`src/rtl/mul_scheduler.sv`:
```
// mul_scheduler: N_CH requesters share one iterative radix-4 fixed-point
// multiplier through a round-robin arbiter. Results go out with the
// originating channel tag and a saturation flag.
//
// Handshake semantics (both sides): a transfer happens on the rising edge
// where valid and ready are both 1. in_ready is combinational, is only
// asserted in IDLE, and is one-hot or zero. out_valid stays high and
// out_y/out_ch/out_sat stay stable until the edge where out_ready is 1.
// A requester may drop in_valid without a transfer.
module mul_scheduler #(
   parameter int C_WIDTH     = 16,
   parameter int FIXED_POINT = 8,
   parameter int N_CH        = 4,
   parameter int SIGNED      = 1,
   parameter int ROUND       = 1,
   localparam int CH_W       = (N_CH > 1) ? $clog2(N_CH) : 1
) (
   input  logic                      ctl_clk,
   input  logic                      reset,
   input  logic [N_CH-1:0]           in_valid,
   output logic [N_CH-1:0]           in_ready,
   input  logic [N_CH*C_WIDTH-1:0]   in_a,
   input  logic [N_CH*C_WIDTH-1:0]   in_b,
   output logic                      out_valid,
   input  logic                      out_ready,
   output logic [C_WIDTH-1:0]        out_y,
   output logic [CH_W-1:0]           out_ch,
   output logic                      out_sat,
   output logic [1:0]                o_dbg_state
);

   localparam int W     = C_WIDTH;
   localparam int PW    = 2 * C_WIDTH;
   localparam int CNT_W = $clog2(C_WIDTH / 2 + 1);

   localparam logic [CNT_W-1:0] CNT_LAST = CNT_W'(C_WIDTH / 2);
   localparam logic [PW:0]      ONE      = (PW + 1)'(1);
   localparam int               RND_SH   = (FIXED_POINT > 0) ? FIXED_POINT - 1 : 0;
   localparam logic [PW:0]      RND      = (ROUND != 0 && FIXED_POINT > 0) ? (ONE << RND_SH) : '0;
   localparam logic [PW:0]      LIM_POS  = (ONE << (W - 1)) - ONE;
   localparam logic [PW:0]      LIM_NEG  = ONE << (W - 1);
   localparam logic [PW:0]      LIM_U    = (ONE << W) - ONE;

   // MUL spends its first cycle forming 3|a| so the digit adds never see a
   // 3-input adder; the remaining C_WIDTH/2 cycles each retire one digit.
   typedef enum logic [1:0] {
      S_IDLE = 2'd0,
      S_MUL  = 2'd1,
      S_NORM = 2'd2,
      S_OUT  = 2'd3
   } state_t;

   state_t            r_state;
   state_t            w_state_nxt;
   logic [CH_W-1:0]   r_rr_ptr;
   logic [CH_W-1:0]   r_ch;
   logic              r_sign;
   logic [CNT_W-1:0]  r_cnt;
   logic [PW-1:0]     r_ma;
   logic [PW-1:0]     r_ma3;
   logic [W-1:0]      r_mb;
   logic [PW-1:0]     r_acc;
   logic              r_out_valid;
   logic [W-1:0]      r_out_y;
   logic [CH_W-1:0]   r_out_ch;
   logic              r_out_sat;

   logic [W-1:0]      w_a_ch [N_CH];
   logic [W-1:0]      w_b_ch [N_CH];
   logic [CH_W-1:0]   w_idx;
   logic [CH_W-1:0]   w_grant;
   logic              w_grant_found;
   logic [CH_W-1:0]   w_rr_nxt;
   logic [N_CH-1:0]   w_in_ready;
   logic [W-1:0]      w_a_sel;
   logic [W-1:0]      w_b_sel;
   logic [W-1:0]      w_mag_a;
   logic [W-1:0]      w_mag_b;
   logic              w_sign;
   logic [PW-1:0]     w_pp;
   logic [PW:0]       w_sum;
   logic [PW:0]       w_m;
   logic [PW:0]       w_lim;
   logic [W-1:0]      w_mag;
   logic              w_sat;
   logic [W-1:0]      w_y;

   for (genvar k = 0; k < N_CH; k++) begin : g_unpack
      assign w_a_ch[k] = in_a[k*C_WIDTH +: C_WIDTH];
      assign w_b_ch[k] = in_b[k*C_WIDTH +: C_WIDTH];
   end

   // Round-robin search: first requesting channel at or above r_rr_ptr, wrapping.
   always_comb begin
      w_grant_found = 1'b0;
      w_grant       = '0;
      w_idx         = '0;
      for (int i = 0; i < N_CH; i++) begin
         w_idx = CH_W'((int'(r_rr_ptr) + i) % N_CH);
         if (!w_grant_found && in_valid[w_idx]) begin
            w_grant_found = 1'b1;
            w_grant       = w_idx;
         end
      end
      w_rr_nxt = (w_grant == CH_W'(N_CH - 1)) ? '0 : w_grant + 1'b1;
   end

   // Operand selection and sign/magnitude split for the granted channel.
   always_comb begin
      w_a_sel = w_a_ch[w_grant];
      w_b_sel = w_b_ch[w_grant];
      w_sign  = 1'b0;
      w_mag_a = w_a_sel;
      w_mag_b = w_b_sel;
      if (SIGNED != 0) begin
         w_sign  = w_a_sel[W-1] ^ w_b_sel[W-1];
         w_mag_a = w_a_sel[W-1] ? -w_a_sel : w_a_sel;
         w_mag_b = w_b_sel[W-1] ? -w_b_sel : w_b_sel;
      end
   end

   // Radix-4 partial product for the current two LSBs of |b|.
   always_comb begin
      w_pp = '0;
      case (r_mb[1:0])
         2'd0:    w_pp = '0;
         2'd1:    w_pp = r_ma;
         2'd2:    w_pp = r_ma << 1;
         default: w_pp = r_ma3;
      endcase
   end

   // Round, shift down to the output scale, clamp and re-apply the sign.
   always_comb begin
      w_sum = {1'b0, r_acc} + RND;
      w_m   = w_sum >> FIXED_POINT;
      if (SIGNED != 0) begin
         w_lim = r_sign ? LIM_NEG : LIM_POS;
      end else begin
         w_lim = LIM_U;
      end
      w_sat = 1'b0;
      w_mag = w_m[W-1:0];
      if (w_m > w_lim) begin
         w_sat = 1'b1;
         w_mag = w_lim[W-1:0];
      end
      w_y = (SIGNED != 0 && r_sign) ? -w_mag : w_mag;
   end

   // FSM state register.
   always_ff @(posedge ctl_clk or negedge reset) begin
      if (!reset) begin
         r_state <= S_IDLE;
      end else begin
         r_state <= w_state_nxt;
      end
   end

   // FSM next-state and grant decode.
   always_comb begin
      w_state_nxt = r_state;
      w_in_ready  = '0;
      case (r_state)
         S_IDLE: begin
            if (w_grant_found) begin
               w_in_ready[w_grant] = 1'b1;
               w_state_nxt         = S_MUL;
            end
         end
         S_MUL: begin
            if (r_cnt == CNT_LAST) w_state_nxt = S_NORM;
         end
         S_NORM: w_state_nxt = S_OUT;
         S_OUT: begin
            if (out_ready) w_state_nxt = S_IDLE;
         end
         default: w_state_nxt = S_IDLE;
      endcase
   end

   // Datapath, arbiter pointer and output registers.
   always_ff @(posedge ctl_clk or negedge reset) begin
      if (!reset) begin
         r_rr_ptr    <= '0;
         r_ch        <= '0;
         r_sign      <= 1'b0;
         r_cnt       <= '0;
         r_ma        <= '0;
         r_ma3       <= '0;
         r_mb        <= '0;
         r_acc       <= '0;
         r_out_valid <= 1'b0;
         r_out_y     <= '0;
         r_out_ch    <= '0;
         r_out_sat   <= 1'b0;
      end else begin
         case (r_state)
            S_IDLE: begin
               if (w_grant_found) begin
                  r_ma     <= PW'(w_mag_a);
                  r_mb     <= w_mag_b;
                  r_acc    <= '0;
                  r_cnt    <= '0;
                  r_sign   <= w_sign;
                  r_ch     <= w_grant;
                  r_rr_ptr <= w_rr_nxt;
               end
            end
            S_MUL: begin
               r_cnt <= r_cnt + 1'b1;
               if (r_cnt == '0) begin
                  r_ma3 <= r_ma + (r_ma << 1);
               end else begin
                  r_acc <= r_acc + w_pp;
                  r_ma  <= r_ma << 2;
                  r_ma3 <= r_ma3 << 2;
                  r_mb  <= r_mb >> 2;
               end
            end
            S_NORM: begin
               r_out_y     <= w_y;
               r_out_ch    <= r_ch;
               r_out_sat   <= w_sat;
               r_out_valid <= 1'b1;
            end
            default: begin
               if (out_ready) r_out_valid <= 1'b0;
            end
         endcase
      end
   end

   // in_ready is held low while reset is asserted even though IDLE is forced.
   assign in_ready    = reset ? w_in_ready : '0;
   assign out_valid   = r_out_valid;
   assign out_y       = r_out_y;
   assign out_ch      = r_out_ch;
   assign out_sat     = r_out_sat;
   assign o_dbg_state = r_state;

endmodule

```
`config.mk`:
```
export PLATFORM = sky130hd
export DESIGN_NAME = mul_scheduler
export DESIGN_NICKNAME = d
export VERILOG_FILES = /design/src/rtl/mul_scheduler.sv
export SDC_FILE = /design/constraint.sdc
export NUM_CORES = 1
export LEC_CHECK = 0
export ABC_AREA = 1
export BUFFER_PORTS_ARGS = -buffer_cell sky130_fd_sc_hd__buf_2
export CORE_MARGIN = 2
export CORE_UTILIZATION = 40
export CTS_CLUSTER_DIAMETER = 40
export DETAILED_ROUTE_END_ITERATION = 10
export GPL_TIMING_DRIVEN = 0
export PLACE_DENSITY = 0.56
export SLEW_MARGIN = 15
export SYNTH_ARGS = -nofsm -noshare
export SYNTH_HDL_FRONTEND = slang
export SYNTH_SLANG_ARGS = --single-unit
export TNS_END_PERCENT = 20
```
`constraint.sdc`:
```
create_clock -name ctl_clk -period 6.7 [get_ports ctl_clk]
set_input_delay 0.335 -clock ctl_clk [delete_from_list [all_inputs] [get_ports ctl_clk]]
set_output_delay 0.335 -clock ctl_clk [all_outputs]
set_load 0.01 [all_outputs]
```
==> flow_metrics.tcl <==
set metrics [dict create \
    routabilityCongestion 0.8903 \
    max-clock-path-buffers 2 \
    slowest_delay_ns 0.49 \
    dp_hpwl_um 36830 \
    vias 14479 \
    highest_layer "met4" \
    numPortBuffers 160 \
    start_util_pct 40.35 \
    synth_cell_type_count 57 \
    rows 67 \
    viasPerCell 5.343 \
    cts_resized 0 \
    placeableCoreArea_mm2 0.03336 \
    grt_pass1_vias 13982 \
    arrival_ns 5.37 \
    rsz0062_at_grt "false" \
    grt_pass1_wl_um 74190 \
    synth_edf_count 0 \
    yosysWarnings 0 \
    yosysTopAreaCell "dfrtp_1" \
    synth_nets 2296 \
    final_antenna_net_count 0 \
    ys_ff_latch 143 \
    hold_path.class "in -> reg" \
    drc_errors 0 \
    setup_tns_ns 0 \
    syn2layout_area_growth_pct 14.99 \
    synth-main-ff-cell "dfrtp_1" \
    critPathMaxFanout 10 \
    clock_latency_ns 0.45 \
    top_level_ports 161 \
    cp_slowest_cell "o21ai_0" \
    routedWlPerCell_um 17.07 \
    path_common_cell "nand2_1" \
    wl_met1_um 20900 \
    fin_skew_ns 0.01759 \
    min_period_ns 5.054 \
    async_flop_share_pct 100.0 \
    critPathRequiredTime_ns 7.02 \
    drive_gt1_share_pct 11.94 \
    worst_slew_pin_slew_ns 1.006 \
    slew_headroom_pct 32.93 \
    outcome "complete, no violations" \
    nNetsFinal 2477 \
    critPathKind "reg -> reg" \
    yosysSeqAreaShare_pct 26.58 \
    dr.pass1.iters 5 \
    drtIter0Drc 914 \
    synthTopCellsByArea "dfrtp_1, nand2_1, ha_1" \
    synth_top_area_share_pct 26.58 \
    met3WireLength_um 2111 \
    antenna_found_initial 1 \
    min_period_over_period_pct 75.43 \
    clock-sinks 143 \
    netlist_area_mm2 0.01346 \
    slew_viol_final 0 \
    die_height_um 187.5 \
    cts_buffers 17 \
    clk_pin_slew_ns 0.07 \
    cts_tree "built" \
    cts_max_level 4 \
    grt_max_degree 97 \
    setup_viol 0 \
    routed_wirelength_um 46260 \
    worst-path-buf-inv 4 \
    fp.dieArea_mm2 0.03514 \
    max-cap-violations 0 \
    path_cells "clkbuf_1, nand2_1, inv_1, clkbuf_1, a221oi_1, ha_1, inv_1, nor3_1, nand2_1, nand2_1, a21boi_0, o21ai_0, a21oi_1, o21ai_0, a21oi_1, o21ai_0, nand2_1, nand2_1, o21ai_0" \
    root_buffer "clkbuf_16" \
    synth_area_per_cell_um2 6.513 \
    cpLargestDelayFamily "compound AO/OA/AOI/OAI gates" \
    synthCells 2067 \
    cp-end-kind "register" \
    synthTopCellsByCount "nand2_1, inv_1, nor2_1, o21ai_0, nand3_1" \
    chipWidth_um 187.5 \
    finalHoldViolCount 0 \
    synth.most_common_cell "nand2_1" \
    start_kind "register" \
    route.met2.wl_um 21970 \
    grtUsageTotal_pct 26.44 \
    grt-ovfl-total 0 \
    max_freq_mhz 197.9 \
]
[through the flow]
| step | hold slack (ns) | instances | cell area [µm²] | utilization [%] | setup slack [ns] |
|---|---|---|---|---|---|
| after CTS | 0.2578 | 2709 | 15480 | 46.39 | 1.828 |
| after detailed placement | 0.2724 | 2676 | 14860 | 44.54 | 1.853 |
| after global placement | 0.4550 | 2675 | 14820 | 44.43 | 1.907 |
| final | 0.2499 | 2710 | 15480 | 46.40 | 1.646 |
| after global routing | 0.2831 | 2710 | 15480 | 46.40 | 1.282 |
| after floorplan | 0.03941 | 2067 | 13460 | - | 3.138 |
[cell usage in the layout, fill, tap and decap left out, drive strengths merged, types with 6 or more instances in the layout]
cell	synthesis	final
xnor2	20	20
o21ai	178	178
a221oi	14	14
clkinv	4	6
o22ai	51	51
o21a	10	10
nand3b	12	12
nand2	568	568
a21o	6	6
a21oi	153	153
nor3	17	17
inv	254	259
ha	92	92
o21bai	7	7
buf	25	186
a31oi	10	10
clkbuf	45	64
nor2	187	187
nand3	162	162
dfrtp	143	143
a21boi	9	9
xor2	34	34
nand4	18	18
o211ai	16	16
[path summary, 6_finish.rpt]
path / start / endpoint / slack [ns] / cells after the start
worst max-delay path: r_mb[0] / r_acc[27] / 1.65 / 19
worst min-delay path: out_ready / out_valid / 0.25 / 4
worst max register to register: r_mb[0] / r_acc[27] / 1.65 / 19
worst min register to register: out_ch[1] / out_ch[1] / 0.47 / 2
max in group asynchronous: reset / r_ma[14] / 5.43 / 3
min in group asynchronous: reset / out_y[13] / 0.39 / 2
[per-layer routing]
layer  GRT usage (%)  up-vias
met2           45.25      390
met1           34.69     6764
met3           3.358       77
li1                -     7248
met5               0        -
met4           8.328        0
[state kept, by name, summed over array words and instances (netlist names)]
register     count
r_ch             2
r_mb            16
o_dbg_state      2
r_sign           1
out_y           16
r_cnt            4
r_ma3           32
out_ch           2
r_rr_ptr         2
out_sat          1
r_acc           32
r_ma            32
out_valid        1
[kinds of logic (layout without fill, tap and decap cells)]
family | Yosys count | in the layout | share of synthesized area, %
AO/OA/AOI/OAI | 473 | 473 | 20.07
XOR/XNOR | 54 | 54 | 3.569
adder cells (fa/ha/maj) | 94 | 94 | 8.848
buffers and inverters | 328 | 522 | 9.944
flip-flops | 143 | 143 | 26.58
other | 0 | 1 | 0
AND/OR/NAND/NOR | 975 | 975 | 30.99
[worst reg2reg max path, cell delays in order (launching register included)]
cell      delay [ns]
dfrtp_1         0.34
clkbuf_1        0.46
nand2_1         0.32
inv_1           0.32
clkbuf_1        0.48
a221oi_1        0.18
ha_1            0.38
inv_1           0.10
nor3_1          0.17
nand2_1         0.07
nand2_1         0.10
a21boi_0        0.14
o21ai_0         0.39
a21oi_1         0.21
o21ai_0         0.49
a21oi_1         0.17
o21ai_0         0.38
nand2_1         0.09
nand2_1         0.07
o21ai_0         0.07
[area by class of cell]
| type | count | area (µm²) |
|---|---|---|
| fillers | 3620 | 17880 |
| multi-input cells | 1596 | 8546 |
| flip-flops and latches | 143 | 3578 |
| inverters | 258 | 973.4 |
| repair buffers | 162 | 848.3 |
| well taps | 448 | 560.5 |
| clock buffers | 19 | 452.9 |
| plain buffers | 70 | 365.4 |
| clock inverters | 13 | 153.9 |
| diodes | 1 | 2.502 |
[repair_timing]
action | CTS | global route
setup buffers | 0 | 0
hold buffers | 1 | 0
endpoints found under the hold margin | 48 | 0
Power is left out: the tool's default activity adds up to more than one toggle a clock period on the data nets, which glitch-free logic cannot reach.
